$ cat src/rtl/score_pkg.sv
// score_pkg -- shared constants and helpers for the multi-player score tracker.
//
// Contents:
//   COMBO_W   : width of one lane's combo (multiplier) output
//   LEADER_W  : width of the leader index output (up to 8 players)
//   calc_mult : multiplier for a given streak, min(1 + streak/step, max_mult)
//   lane_lo   : LSB position of a lane inside a packed per-lane vector
package score_pkg;

  localparam int COMBO_W  = 3;
  localparam int LEADER_W = 3;

  function automatic logic [COMBO_W-1:0] calc_mult(input int streak,
                                                   input int combo_step,
                                                   input int max_mult);
    int m;
    m = 1 + streak / combo_step;
    if (m > max_mult) m = max_mult;
    return COMBO_W'(m);
  endfunction

  function automatic int lane_lo(input int lane, input int width);
    return lane * width;
  endfunction

endpackage

$ cat src/rtl/score_lane.sv
// score_lane -- one player's scoring lane.
//
// Rising-edge detection on hit/miss, hit streak counter, combo multiplier and
// a saturating score register. The streak and multiplier logic exist only
// when SCORE_COMBO_EN is defined; otherwise every scoring hit adds 1 and the
// miss input is ignored.
//
// Ports:
//   clk, reset_n : clock, asynchronous active-low reset
//   clear_i      : synchronous round clear (score and streak to 0)
//   enable_i     : scoring gate
//   hit_i/miss_i : hit / miss levels, rising edge counts
//   score_o      : current score
//   combo_o      : current multiplier (0 without SCORE_COMBO_EN)
module score_lane
  import score_pkg::*;
#(
  parameter int SCORE_W    = 8,
  parameter int COMBO_STEP = 4,
  parameter int MAX_MULT   = 4
) (
  input  logic               clk,
  input  logic               reset_n,
  input  logic               clear_i,
  input  logic               enable_i,
  input  logic               hit_i,
  input  logic               miss_i,
  output logic [SCORE_W-1:0] score_o,
  output logic [COMBO_W-1:0] combo_o
);

  localparam int SUM_W = SCORE_W + COMBO_W;

  logic               hit_q;
  logic               hit_rise;
  logic [COMBO_W-1:0] mult;
  logic [SUM_W-1:0]   sum;
  logic [SCORE_W-1:0] score_q;
  logic [SCORE_W-1:0] score_d;

  // hit_q resets high so a hit already held through reset release is not
  // mistaken for a fresh edge on the first sampled clock.
  // NOTE: sequential state uses non-blocking (<=) so every register samples
  // the pre-edge values; combinational blocks use blocking (=).
  always_ff @(posedge clk or negedge reset_n) begin
    if (!reset_n) hit_q <= 1'b1;
    else          hit_q <= hit_i;
  end

  assign hit_rise = hit_i & ~hit_q;

`ifdef SCORE_COMBO_EN
  localparam int STREAK_MAX = COMBO_STEP * MAX_MULT;
  localparam int STREAK_W   = $clog2(STREAK_MAX + 1);

  logic                miss_q;
  logic                miss_rise;
  logic [STREAK_W-1:0] streak_q;
  logic [STREAK_W-1:0] streak_d;

  always_ff @(posedge clk or negedge reset_n) begin
    if (!reset_n) miss_q <= 1'b1;
    else          miss_q <= miss_i;
  end

  assign miss_rise = miss_i & ~miss_q;
  // Multiplier comes from the streak before this cycle's hit is counted.
  assign mult      = calc_mult(int'(streak_q), COMBO_STEP, MAX_MULT);
  assign combo_o   = mult;

  // A same-cycle miss wins over the hit's increment: the hit still scores
  // at the current multiplier, then the streak restarts.
  always_comb begin
    streak_d = streak_q;
    if (clear_i) begin
      streak_d = '0;
    end else if (enable_i) begin
      if (hit_rise && (streak_q != STREAK_W'(STREAK_MAX))) streak_d = streak_q + STREAK_W'(1);
      if (miss_rise) streak_d = '0;
    end
  end

  always_ff @(posedge clk or negedge reset_n) begin
    if (!reset_n) streak_q <= '0;
    else          streak_q <= streak_d;
  end
`else
  logic unused_miss;
  localparam int unused_combo_cfg = COMBO_STEP + MAX_MULT;

  assign unused_miss = miss_i;
  assign mult        = COMBO_W'(1);
  assign combo_o     = '0;
`endif

  // Widened add: any carry into the upper bits means the score saturates.
  assign sum = SUM_W'(score_q) + SUM_W'(mult);

  // NOTE: every variable gets its default first so no path leaves it
  // unassigned, which would otherwise infer a latch.
  always_comb begin
    score_d = score_q;
    if (clear_i) begin
      score_d = '0;
    end else if (enable_i && hit_rise) begin
      score_d = (sum[SUM_W-1:SCORE_W] != '0) ? '1 : sum[SCORE_W-1:0];
    end
  end

  always_ff @(posedge clk or negedge reset_n) begin
    if (!reset_n) score_q <= '0;
    else          score_q <= score_d;
  end

  assign score_o = score_q;

endmodule

$ cat src/rtl/score_tracker.sv
// score_tracker -- multi-player score tracker with streaks, combo
// multipliers, saturating scores, leader and session high score.
//
// Optional feature macro: SCORE_COMBO_EN (streaks and multipliers). Without
// it each scoring hit adds 1, miss is ignored and combo reads 0.
//
// Ports:
//   clk, reset_n  : clock, asynchronous active-low reset
//   clear         : synchronous round clear (scores/streaks, not high_score)
//   enable_score  : global scoring gate
//   hit, miss     : per-player levels, rising edge counts
//   score         : packed scores, player 0 in the LSBs
//   combo         : packed per-player multiplier
//   saturated     : per-player score pinned at all-ones
//   high_score    : session maximum of all scores
//   leader        : lowest index holding the maximum score
//   new_high      : one-cycle pulse when high_score increases
module score_tracker
  import score_pkg::*;
#(
  parameter int NUM_PLAYERS = 2,
  parameter int SCORE_W     = 8,
  parameter int COMBO_STEP  = 4,
  parameter int MAX_MULT    = 4
) (
  input  logic                           clk,
  input  logic                           reset_n,
  input  logic                           clear,
  input  logic                           enable_score,
  input  logic [NUM_PLAYERS-1:0]         hit,
  input  logic [NUM_PLAYERS-1:0]         miss,
  output logic [NUM_PLAYERS*SCORE_W-1:0] score,
  output logic [NUM_PLAYERS*COMBO_W-1:0] combo,
  output logic [NUM_PLAYERS-1:0]         saturated,
  output logic [SCORE_W-1:0]             high_score,
  output logic [LEADER_W-1:0]            leader,
  output logic                           new_high
);

  logic [SCORE_W-1:0]  lane_score [NUM_PLAYERS];
  logic [SCORE_W-1:0]  max_score;
  logic [LEADER_W-1:0] max_idx;
  logic [SCORE_W-1:0]  high_score_q;
  logic [SCORE_W-1:0]  high_score_d;
  logic [LEADER_W-1:0] leader_q;
  logic                new_high_q;
  logic                new_high_d;

  for (genvar i = 0; i < NUM_PLAYERS; i++) begin : g_lane
    score_lane #(
      .SCORE_W   (SCORE_W),
      .COMBO_STEP(COMBO_STEP),
      .MAX_MULT  (MAX_MULT)
    ) u_lane (
      .clk     (clk),
      .reset_n (reset_n),
      .clear_i (clear),
      .enable_i(enable_score),
      .hit_i   (hit[i]),
      .miss_i  (miss[i]),
      .score_o (score[lane_lo(i, SCORE_W) +: SCORE_W]),
      .combo_o (combo[lane_lo(i, COMBO_W) +: COMBO_W])
    );

    assign lane_score[i] = score[lane_lo(i, SCORE_W) +: SCORE_W];
    assign saturated[i]  = &lane_score[i];
  end

  // Strict '>' keeps the lowest index on ties.
  always_comb begin
    max_score = lane_score[0];
    max_idx   = '0;
    for (int i = 1; i < NUM_PLAYERS; i++) begin
      if (lane_score[i] > max_score) begin
        max_score = lane_score[i];
        max_idx   = LEADER_W'(i);
      end
    end
  end

  always_comb begin
    new_high_d   = (max_score > high_score_q);
    high_score_d = new_high_d ? max_score : high_score_q;
  end

  // Tracking registers are untouched by clear: the session high survives.
  always_ff @(posedge clk or negedge reset_n) begin
    if (!reset_n) begin
      high_score_q <= '0;
      leader_q     <= '0;
      new_high_q   <= 1'b0;
    end else begin
      high_score_q <= high_score_d;
      leader_q     <= max_idx;
      new_high_q   <= new_high_d;
    end
  end

  assign high_score = high_score_q;
  assign leader     = leader_q;
  assign new_high   = new_high_q;

endmodule
$ cat config.mk
export PLATFORM = sky130hd
export DESIGN_NAME = score_tracker
export DESIGN_NICKNAME = d
export VERILOG_FILES = /design/src/rtl/score_pkg.sv /design/src/rtl/score_lane.sv /design/src/rtl/score_tracker.sv
export SDC_FILE = /design/constraint.sdc
export NUM_CORES = 1
export LEC_CHECK = 0
export ABC_AREA = 1
export ABC_CLOCK_PERIOD_IN_PS = 4800
export CORE_ASPECT_RATIO = 0.8
export CORE_MARGIN = 5
export CORE_UTILIZATION = 56
export CTS_CLUSTER_SIZE = 28
export DETAILED_ROUTE_END_ITERATION = 8
export PLACE_DENSITY = 0.86
export SYNTH_ARGS = -nofsm -noshare
export SYNTH_HDL_FRONTEND = slang
export SYNTH_HIERARCHICAL = 1
export SYNTH_SLANG_ARGS = --single-unit
$ cat constraint.sdc
create_clock -name clk -period 4.8 [get_ports clk]
set_clock_uncertainty 0.1 [all_clocks]
set_input_delay 0.72 -clock clk [delete_from_list [all_inputs] [get_ports clk]]
set_output_delay 0.72 -clock clk [all_outputs]
set_load 0.1 [all_outputs]
==> results.cfg <==
[cts]
cts-resized-gates = 0
holdBufCountCts = 0
cts_tree = built
clk_pin_slew_ps = 90
tritoncts.num_buffers = 3
cts.sinks = 28
worstSkewPairLatency_ps = 270
post_cts_buffers = 0
cts-root-buf = clkbuf_8
htree_num_levels = 1
clock_path_buffers = 2

[power_and_ir_drop]
ir_worst_vdd_mv = 0.213
power_uw = 955
power.density_nw_per_um2 = 362
p_leak_uw = 0.00125

[setup_path]
r2r-start = g_lane[0].u_lane/score_o[7]$_DFFE_PN0P_
start_kind = register
path_cells = inv_1, ha_1, a21o_1, nor2_2, nand2_4, nand2_8, nand2_2, and2_1, ha_1, nand2_1, inv_2, nand2_1, nand2_1, nand2_2, a21oi_4, inv_4, nand2_1, nand2_1
crit_type = reg -> reg
worst_setup_path_startpoint = g_lane[0].u_lane/score_o[7]$_DFFE_PN0P_
cp-end-kind = register
arrival_ps = 3190
cp_slowest_cell = dfrtp_1
cp_common_cell = nand2_1
required_ps = 4870
slowest_delay_ps = 490
crit_fanout = 10

[final_layout]
n_antenna_cell = 0
fillers = 327
syn_to_final_growth_pct = 19.8
fin_cells = 388
drive_gt1_share_pct = 12.9
nets = 360

[synth]
syn_area_um2 = 2200
syn_inst = 298
yosysMostFrequentCell = nand2_1
yosys_register_bits = 28
synthTopCellsByArea = dfrtp_1 (30%), nand2_1 (13%), ha_1 (10%)
yosys.cell_types.count = 29
synth_top_area_cell = dfrtp_1
async_flop_share_pct = 100
synth_edf_count = 0
avgSynthCellArea_um2 = 7.39
synth_flop_cell = dfrtp_1
ys_seq_area_share_pct = 31.9
synth_common_cells = nand2_1 (79), inv_1 (42), nand3_1 (31)
yosysWarnings = 6
yosysTopAreaCellShare_pct = 29.5

[timing]
layout_min_cycle_time_ps = 3130
fin_crit_sh_pct = 65.1
slew_headroom_pct = 34.7
worst_slack_ps = 1670
rsz0062_at_grt = no
slew_viol_final = 0
hold_ws_ps = 409
fin_setup_tns_ps = 0
hold_violations = 0
max_freq_mhz = 320
tightestPinTransition_ps = 976
setup_viol = 0

[grt]
grt_pass1_wl_um = 8600
grt_overflow = 0
grtUsageTotal_pct = 20.4
grt_pass1_vias = 1963
antenna_found_initial = 0
grt_max_degree = 24

[job]
cap_violations = 0

[drt]
routed_wl_um = 4990
detail_route.first_pass.iterations = 4
drc = 0
vias = 2063
antenna_left = 0
vias_per_cell = 5.32
detail_route.wl_per_cell_um = 12.9
dr.first_iter.drc_count = 220

[outcome]
status = finished clean

[floorplanning]
die_h_um = 66.1
coreArea_um2 = 3800
io_pins = 44
die_area_um2 = 5290
start_util_pct = 57.9
die_w_um = 80.1
rows = 20

[min_path]
min_from = high_score[5]$_DFFE_PN0N_
hold_class = reg -> reg

[placement]
hpwlAfterDp_um = 3810
finalWeightedCongestion = 0.883
place_ws_ps = 1730
portBuffers = 33
dp.cells = 384
## sequential cells by signal, indices dropped and copies added (netlist names)
signal                 cells
g_lane.u_lane/score_o     16
high_score                 8
g_lane.u_lane/hit_q        2
leader                     1
new_high                   1
## metrics by stage
stage | utilization (%) | area, µm²
detailed placement | 67.5 | 2570
floorplan | - | 2220
global route | 69.4 | 2640
global placement | 67.5 | 2570
finish | 69.4 | 2640
CTS | 69.4 | 2640
## layout make-up
| cell class | instances | area, µm² | area share, % |
|---|---|---|---|
| clock buffer | 3 | 41.3 | 1.56 |
| clock inverter | 1 | 30.0 | 1.14 |
| inverter | 45 | 171 | 6.50 |
| multi-input combinational | 222 | 1290 | 48.7 |
| sequential | 28 | 703 | 26.6 |
| tap | 55 | 68.8 | 2.61 |
| timing repair buffer | 34 | 338 | 12.8 |
## metal layers
metal	vias to the layer above	routed length [µm]	track usage, %
li1	1012	-	-
met1	969	2160	27.0
met2	71	2410	34.2
met3	11	309	3.68
met4	0	105	5.91
met5	-	0	0
## placed cells by master, fill, tap and decap left out, drive strengths merged, types with 3 or more instances in the layout
master         Yosys  routed
ha                18      18
and2               7       7
nor3               3       3
nand4              5       5
nand3             31      31
o211ai             6       6
conb               3       8
clkbuf             0       3
dfrtp             26      26
inv               45      45
o21ai             16      16
nor2              22      22
a21oi              5       5
clkdlybuf4s50      0      33
nand2             97      97
## kinds of logic after synthesis
group / count (synthesis) / share of synthesized area [%]
AND/OR/NAND/NOR: 167 / 38.8
adder cells (fa/ha/maj): 18 / 10.2
buffers and inverters: 53 / 10.5
flip-flops: 28 / 31.9
AO/OA/AOI/OAI: 29 / 8.07
other: 3 / 0.511
## critical path, delay by kind of cell (launching register included)
family	cells	cell delay, ps
adders and majority gates	2	630
DFF	1	490
buffers and inverters	3	270
AOI/OAI and AO/OA	2	500
and+or+nand+nor	11	1000
## report_power, final
part	total [µW]	internal [µW]	switching (µW)	leakage [µW]
clock network	185	112	73.4	0.0000357
registers	279	262	16.9	0.000376
logic	492	124	368	0.000840
total	955	497	458	0.00125
## path summary, 6_finish.rpt
check | endpoint | slack (ps) | cells after the start
max | high_score[4]$_DFFE_PN0N_ | 1670 | 18
min | high_score[5]$_DFFE_PN0N_ | 410 | 2
max in group asynchronous | high_score[1]$_DFFE_PN0N_ | 3470 | 2
max reg2reg | high_score[4]$_DFFE_PN0N_ | 1670 | 18
min in group asynchronous | g_lane[1].u_lane/score_o[2]$_DFFE_PN0P_ | 570 | 1
min reg2reg | high_score[5]$_DFFE_PN0N_ | 410 | 2
Power figures use the tool's default switching activity.
